**config.mk**
```make
export PLATFORM = sky130hd
export DESIGN_NAME = cond_branch_pc
export DESIGN_NICKNAME = d
export VERILOG_FILES = /design/src/rtl/cond_branch_pc.sv
export SDC_FILE = /design/constraint.sdc
export NUM_CORES = 1
export LEC_CHECK = 0
export CORE_MARGIN = 2
export CORE_UTILIZATION = 30
export CTS_CLUSTER_SIZE = 40
export DETAILED_ROUTE_END_ITERATION = 10
export PLACE_DENSITY = 0.65
export SYNTH_ARGS = -nofsm -noshare
export SYNTH_HDL_FRONTEND = slang
export SYNTH_SLANG_ARGS = --single-unit
```
**constraint.sdc**
```tcl
create_clock -name clk -period 1.5 [get_ports clk]
set_clock_uncertainty 0.2 [all_clocks]
set_input_delay 0.3 -clock clk [delete_from_list [all_inputs] [get_ports clk]]
set_output_delay 0.3 -clock clk [all_outputs]
set_load 0.01 [all_outputs]
```
**src/rtl/cond_branch_pc.sv**
```systemverilog
// Program counter with conditional jump, one-cycle flush bubble and sticky halt.
// Define COND_BRANCH_PC_STATS_EN to build the saturating taken-jump counter.
module cond_branch_pc #(
  parameter int unsigned UUID = 0,
  parameter string       NAME = ""
) (
  input  logic       clk,
  input  logic       rst,
  input  logic       valid,
  input  logic [2:0] cond,
  input  logic [7:0] value,
  input  logic [7:0] target,
  input  logic       stall,
  input  logic       halt_req,
  output logic [7:0] pc,
  output logic       flush,
  output logic       halted,
  output logic [7:0] taken_count
);

  typedef enum logic [1:0] {StRun, StFlush, StHalt} state_e;

  state_e     state_q, state_d;
  logic [7:0] pc_q, pc_d;
  logic       neg, zero, base_true, cond_true, jump;

  // No child instances exist, so the identifiers have nowhere to go.
  logic unused_params;
  assign unused_params = (^UUID) ^ (NAME != "");

  // Codes 4-7 are the inverses of codes 0-3 (code 4 = not never = always).
  always_comb begin
    neg  = value[7];
    zero = (value == 8'h00);
    unique case (cond[1:0])
      2'd0:    base_true = 1'b0;
      2'd1:    base_true = zero;
      2'd2:    base_true = neg;
      default: base_true = neg | zero;
    endcase
    cond_true = base_true ^ cond[2];
  end

  always_ff @(posedge clk or posedge rst) begin
    if (rst) begin
      state_q <= StRun;
      pc_q    <= 8'h00;
    end else begin
      state_q <= state_d;
      pc_q    <= pc_d;
    end
  end

  always_comb begin
    state_d = state_q;
    pc_d    = pc_q;
    jump    = 1'b0;
    unique case (state_q)
      StRun: begin
        if (!stall) begin
          if (halt_req) begin
            state_d = StHalt;
          end else if (valid && cond_true) begin
            jump    = 1'b1;
            pc_d    = target;
            state_d = StFlush;
          end else begin
            pc_d = pc_q + 8'd1;
          end
        end
      end
      StFlush: state_d = StRun;
      StHalt:  state_d = StHalt;
      default: state_d = StRun;
    endcase
  end

  always_comb begin
    pc     = pc_q;
    flush  = (state_q == StFlush);
    halted = (state_q == StHalt);
  end

`ifdef COND_BRANCH_PC_STATS_EN
  logic [7:0] count_q;

  always_ff @(posedge clk or posedge rst) begin
    if (rst) begin
      count_q <= 8'h00;
    end else if (jump && (count_q != 8'hFF)) begin
      count_q <= count_q + 8'd1;
    end
  end

  assign taken_count = count_q;
`else
  logic unused_jump;
  assign unused_jump = jump;
  assign taken_count = 8'h00;
`endif

endmodule
```
# Yosys cells after proc, flatten, opt, wreduce, memory -nomap -nowiden
# Index checks and enable logic that the tools add are counted.
# word_totals
output_inout_bits,18
ff_bits,10
# op_classes
n_eq_ne,6
n_mux,6
reduce_logical,6
n_addsub,1
bitwise_logic,4
# ops
op,count
"8-bit by 1-bit adder with 8-bit output, second input constant",1
8-bit logical NOT,1
8-bit 2-to-1 mux,1
2-bit 2-to-1 mux,3
"2-bit by 1-bit == test with 1-bit output, second input constant",2
"2-bit == test, second input constant",2
2-bit logical NOT,2
2-bit case mux with 2 select lines,1
"3-bit != test, second input constant",1
1-bit case mux with 3 select lines,1
3-bit AND reduction,1
"2-bit != test, second input constant",1
1-bit inverter,2
2-bit AND reduction,1
1-bit logical AND,1
1-bit OR,1
1-bit XOR,1

# Depth between registers and ports, before layout
# logic_depth
word_depth,9
mapped_depth,6
depth_no_buf,6

# Least setup slack after synthesis
# Ideal clock, no wire load.
# synth_path
path_type,register -> register
startpoint,"register pc_q[0], in the netlist pc[0]"
endpoint,"register pc_q[6], in the netlist pc[6]"
arrival_ns,1.290
slack_ns,-0.120
setup_ns,0.130
n_path_buf,0
t_required_ns,1.170
period_less_slack_ns,1.620
path_stages_with_launch,6
path_cell_list,dfrtp_1 -> ha_1 -> and3_1 -> and3_1 -> o21ai_0 -> a22oi_2
# synth_between
elab_chain_len,2
# synth_lines
item,line,source
"start, declared",24,"logic [7:0] pc_q, pc_d;"
"start signal, assigned",50,pc_q <= pc_d;
8-bit by 1-bit adder with 8-bit output,68,pc_d = pc_q + 8'd1;
8-bit 2-to-1 mux,63,end else if (valid && cond_true) begin
# No other way between the ends.
# A chain may end at the register's enable or synchronous reset.

# Worst setup path in the final report
# Ends and elaborated chain as after synthesis.

==> metrics <==
n_diodes 0; DRC 0; grt ovf 0; sequential area share after synthesis 0.318; IO Count 42; Synth area leaders dfrtp_1 (32%), mux2i_1 (8.9%), a22oi_2 (8.0%), buf_4 (7.6%), nor4_4 (5.4%); PortBufs 33; 1st-iter DRT viols 11; Place WS -665 ps; cell mode on critical path and3_4; Synth Register Bits 10; EDFF count, synth 0; drt pass-1 iters 4; share of layout cells above drive strength 1 0.561; setup violators final 11; Cell variety after synth 28; Die Span Y around 55 um; largest net degree at the start of global routing 11; Arr. time, crit path 1590 ps; most frequent cells after synthesis dfrtp_1 (10), buf_4 (8), inv_1 (8); worst IR drop on VDD roughly 730 uV; initial antenna violation count 0; Hold Violations, Final 0; gpl congestion 0.697; final worst-path cycle share 1.10; Die Span X 55.2 um; worst min-delay path class input port to async pin; CTS Buffer Depth 2; Mapped Area 786 um^2; ys flop type dfrtp_1; die area 0.00304 mm^2; CTS tree yes; Worst-Skew Late Latency 260 ps; most frequent cell after synthesis dfrtp_1; Static Leak 0.000688 uW; kind of critical path flop to flop; hold_ws roughly 130 ps; Largest stage delay, worst path 400 ps; syn avg cell area 9.58 um^2; worst setup margin -153 ps; Global Route Usage Sum 0.164; Final Power between 1000 and 1500 uW; setup TNS -1050 ps; Setup crit end pc[6]; Clock Sink Count 10; Post-Synthesis Cells 82; CP cell instances buf_6 > ha_4 > and3_4 > and3_4 > nand2_2 > mux2i_1 > a22oi_2; max cap viols 0; Syn-to-layout area delta 95.7%; RSZ-0062 raised after global routing true; area of the multi-input gates 586 um^2; core area 0.00248 mm^2; slowest CP cell dfrtp_1; Num CTS Buffers 3; status complete, but fails checks; r2r endpoint pc[6]; failing checks negative setup slack; power per standard cell area 878 mW/mm^2; clock period minus worst slack 1650 ps; routed vias 858; largest area contributor in the netlist dfrtp_1; r2r setup slk -150 ps; WL final 2.47 mm; row count 18; fillcell total 210; asr flop ratio synth 1.00; vias in the first global route between 800 and 900; Critical Path RT 1440 ps; cts-stage hold buffer count 0; first-pass GRT wire length 3.58 mm; critical path launch point pc[0]; RR Startpoint pc[0]; H-tree lvl count 1; HPWL Detailed around 1.5 mm; YS warnings 0; clock slew at reported path FFs about 70 ps; worst r2r path cells 7; WL per Instance between 10 and 15 um; Final Max Slew Viols 0; CP Max Fanout 4; Final nets approximately 180; critical path startpoint category flop; starting density of the core 0.317; Routed Antenna Nets 0; number of vias per cell between 4 and 5; root buf cell clkbuf_4; post-synth top area share 0.318; fmax ~600 MHz; Storage cell area ~250 um^2; crit end category flop
-- worst max-delay path: cells and delay by family, from the launching register on --
kind | cells | cell delay [ps]
flops | 1 | 400
buf+inv | 1 | 150
mux | 1 | 140
compound gates | 1 | 70
fa+ha+maj | 1 | 130
simple gates | 3 | 420
-- timing repair --
item,CTS,global route
setup buffers,9,7
endpoints found under the setup margin,19,16
resized for setup,102,12
pin swaps,12,13
cloned,2,0
-- report_power, final --
| part | total [uW] | internal (uW) | switching, uW |
|---|---|---|---|
| clock | 180 | 92.3 | 87.8 |
| sequential | 378 | 327 | 51.1 |
| combinational | 793 | 463 | 329 |
| total | 1350 | 882 | 468 |
-- worst min path at each step --
stage                     startpoint         end  cells past startpoint
after global routing             rst       pc[2]                      2
after floorplan                  rst       pc[0]                      1
final                            rst       pc[2]                      2
after global placement    state_q[0]  state_q[1]                      1
after detailed placement  state_q[0]  state_q[1]                      1
after CTS                        rst       pc[2]                      2
-- placed cells by master (no fill, tap or decap), drive strengths merged --
cell / Yosys / routed
nor2b: 3 / 3
nand2: 6 / 6
nor4: 2 / 2
o21ai: 6 / 6
nor2: 3 / 3
nand3: 2 / 2
a22oi: 6 / 6
clkbuf: 0 / 3
dfrtp: 10 / 10
nand3b: 1 / 1
nand4: 2 / 2
inv: 8 / 8
ha: 1 / 1
mux2i: 7 / 7
and3: 5 / 5
buf: 10 / 47
a21oi: 2 / 2
and4b: 1 / 1
clkdlybuf4s50: 0 / 10
a21o: 1 / 1
conb: 1 / 8
o311ai: 1 / 1
dlygate4sd2: 0 / 7
nor4b: 1 / 1
clkdlybuf4s15: 0 / 2
a31oi: 2 / 2
or4: 1 / 1
-- kinds of logic after synthesis --
logic type      after synthesis  share of synthesized area
mux                           7                     0.0892
buf+inv                      18                      0.135
flops                        10                      0.318
compound gates               18                      0.178
fa+ha+maj                     1                     0.0159
other cells                   1                    0.00477
simple gates                 27                      0.258
-- state kept, by name (all words and copies together) (netlist names) --
signal / count
pc: 8
state_q: 2
-- layout make-up --
| cell class | count | share of cell area |
|---|---|---|
| repair buffers | 66 | 0.398 |
| multi-input cells | 61 | 0.381 |
| flip-flops and latches | 10 | 0.163 |
| well taps | 30 | 0.0244 |
| inverters | 8 | 0.0195 |
| clock buffers | 3 | 0.0146 |
-- through the flow --
step	util	instance area [um^2]	std cells
after floorplan	-	815	89
after global placement	0.496	1230	157
after detailed placement	0.496	1230	157
after global routing	0.621	1540	178
after CTS	0.571	1420	171
final	0.621	1540	178
-- per-layer routing --
| layer | part of all wire | GRT usage | vias to the layer above |
|---|---|---|---|
| li1 | - | - | 414 |
| met1 | 0.37 | 0.188 | 415 |
| met2 | 0.58 | 0.310 | 29 |
| met3 | 0.049 | 0.0403 | 0 |
| met4 | 0 | 0.0244 | 0 |
| met5 | 0 | 0 | - |
No activity file was read; power rests on OpenSTA's default activity.
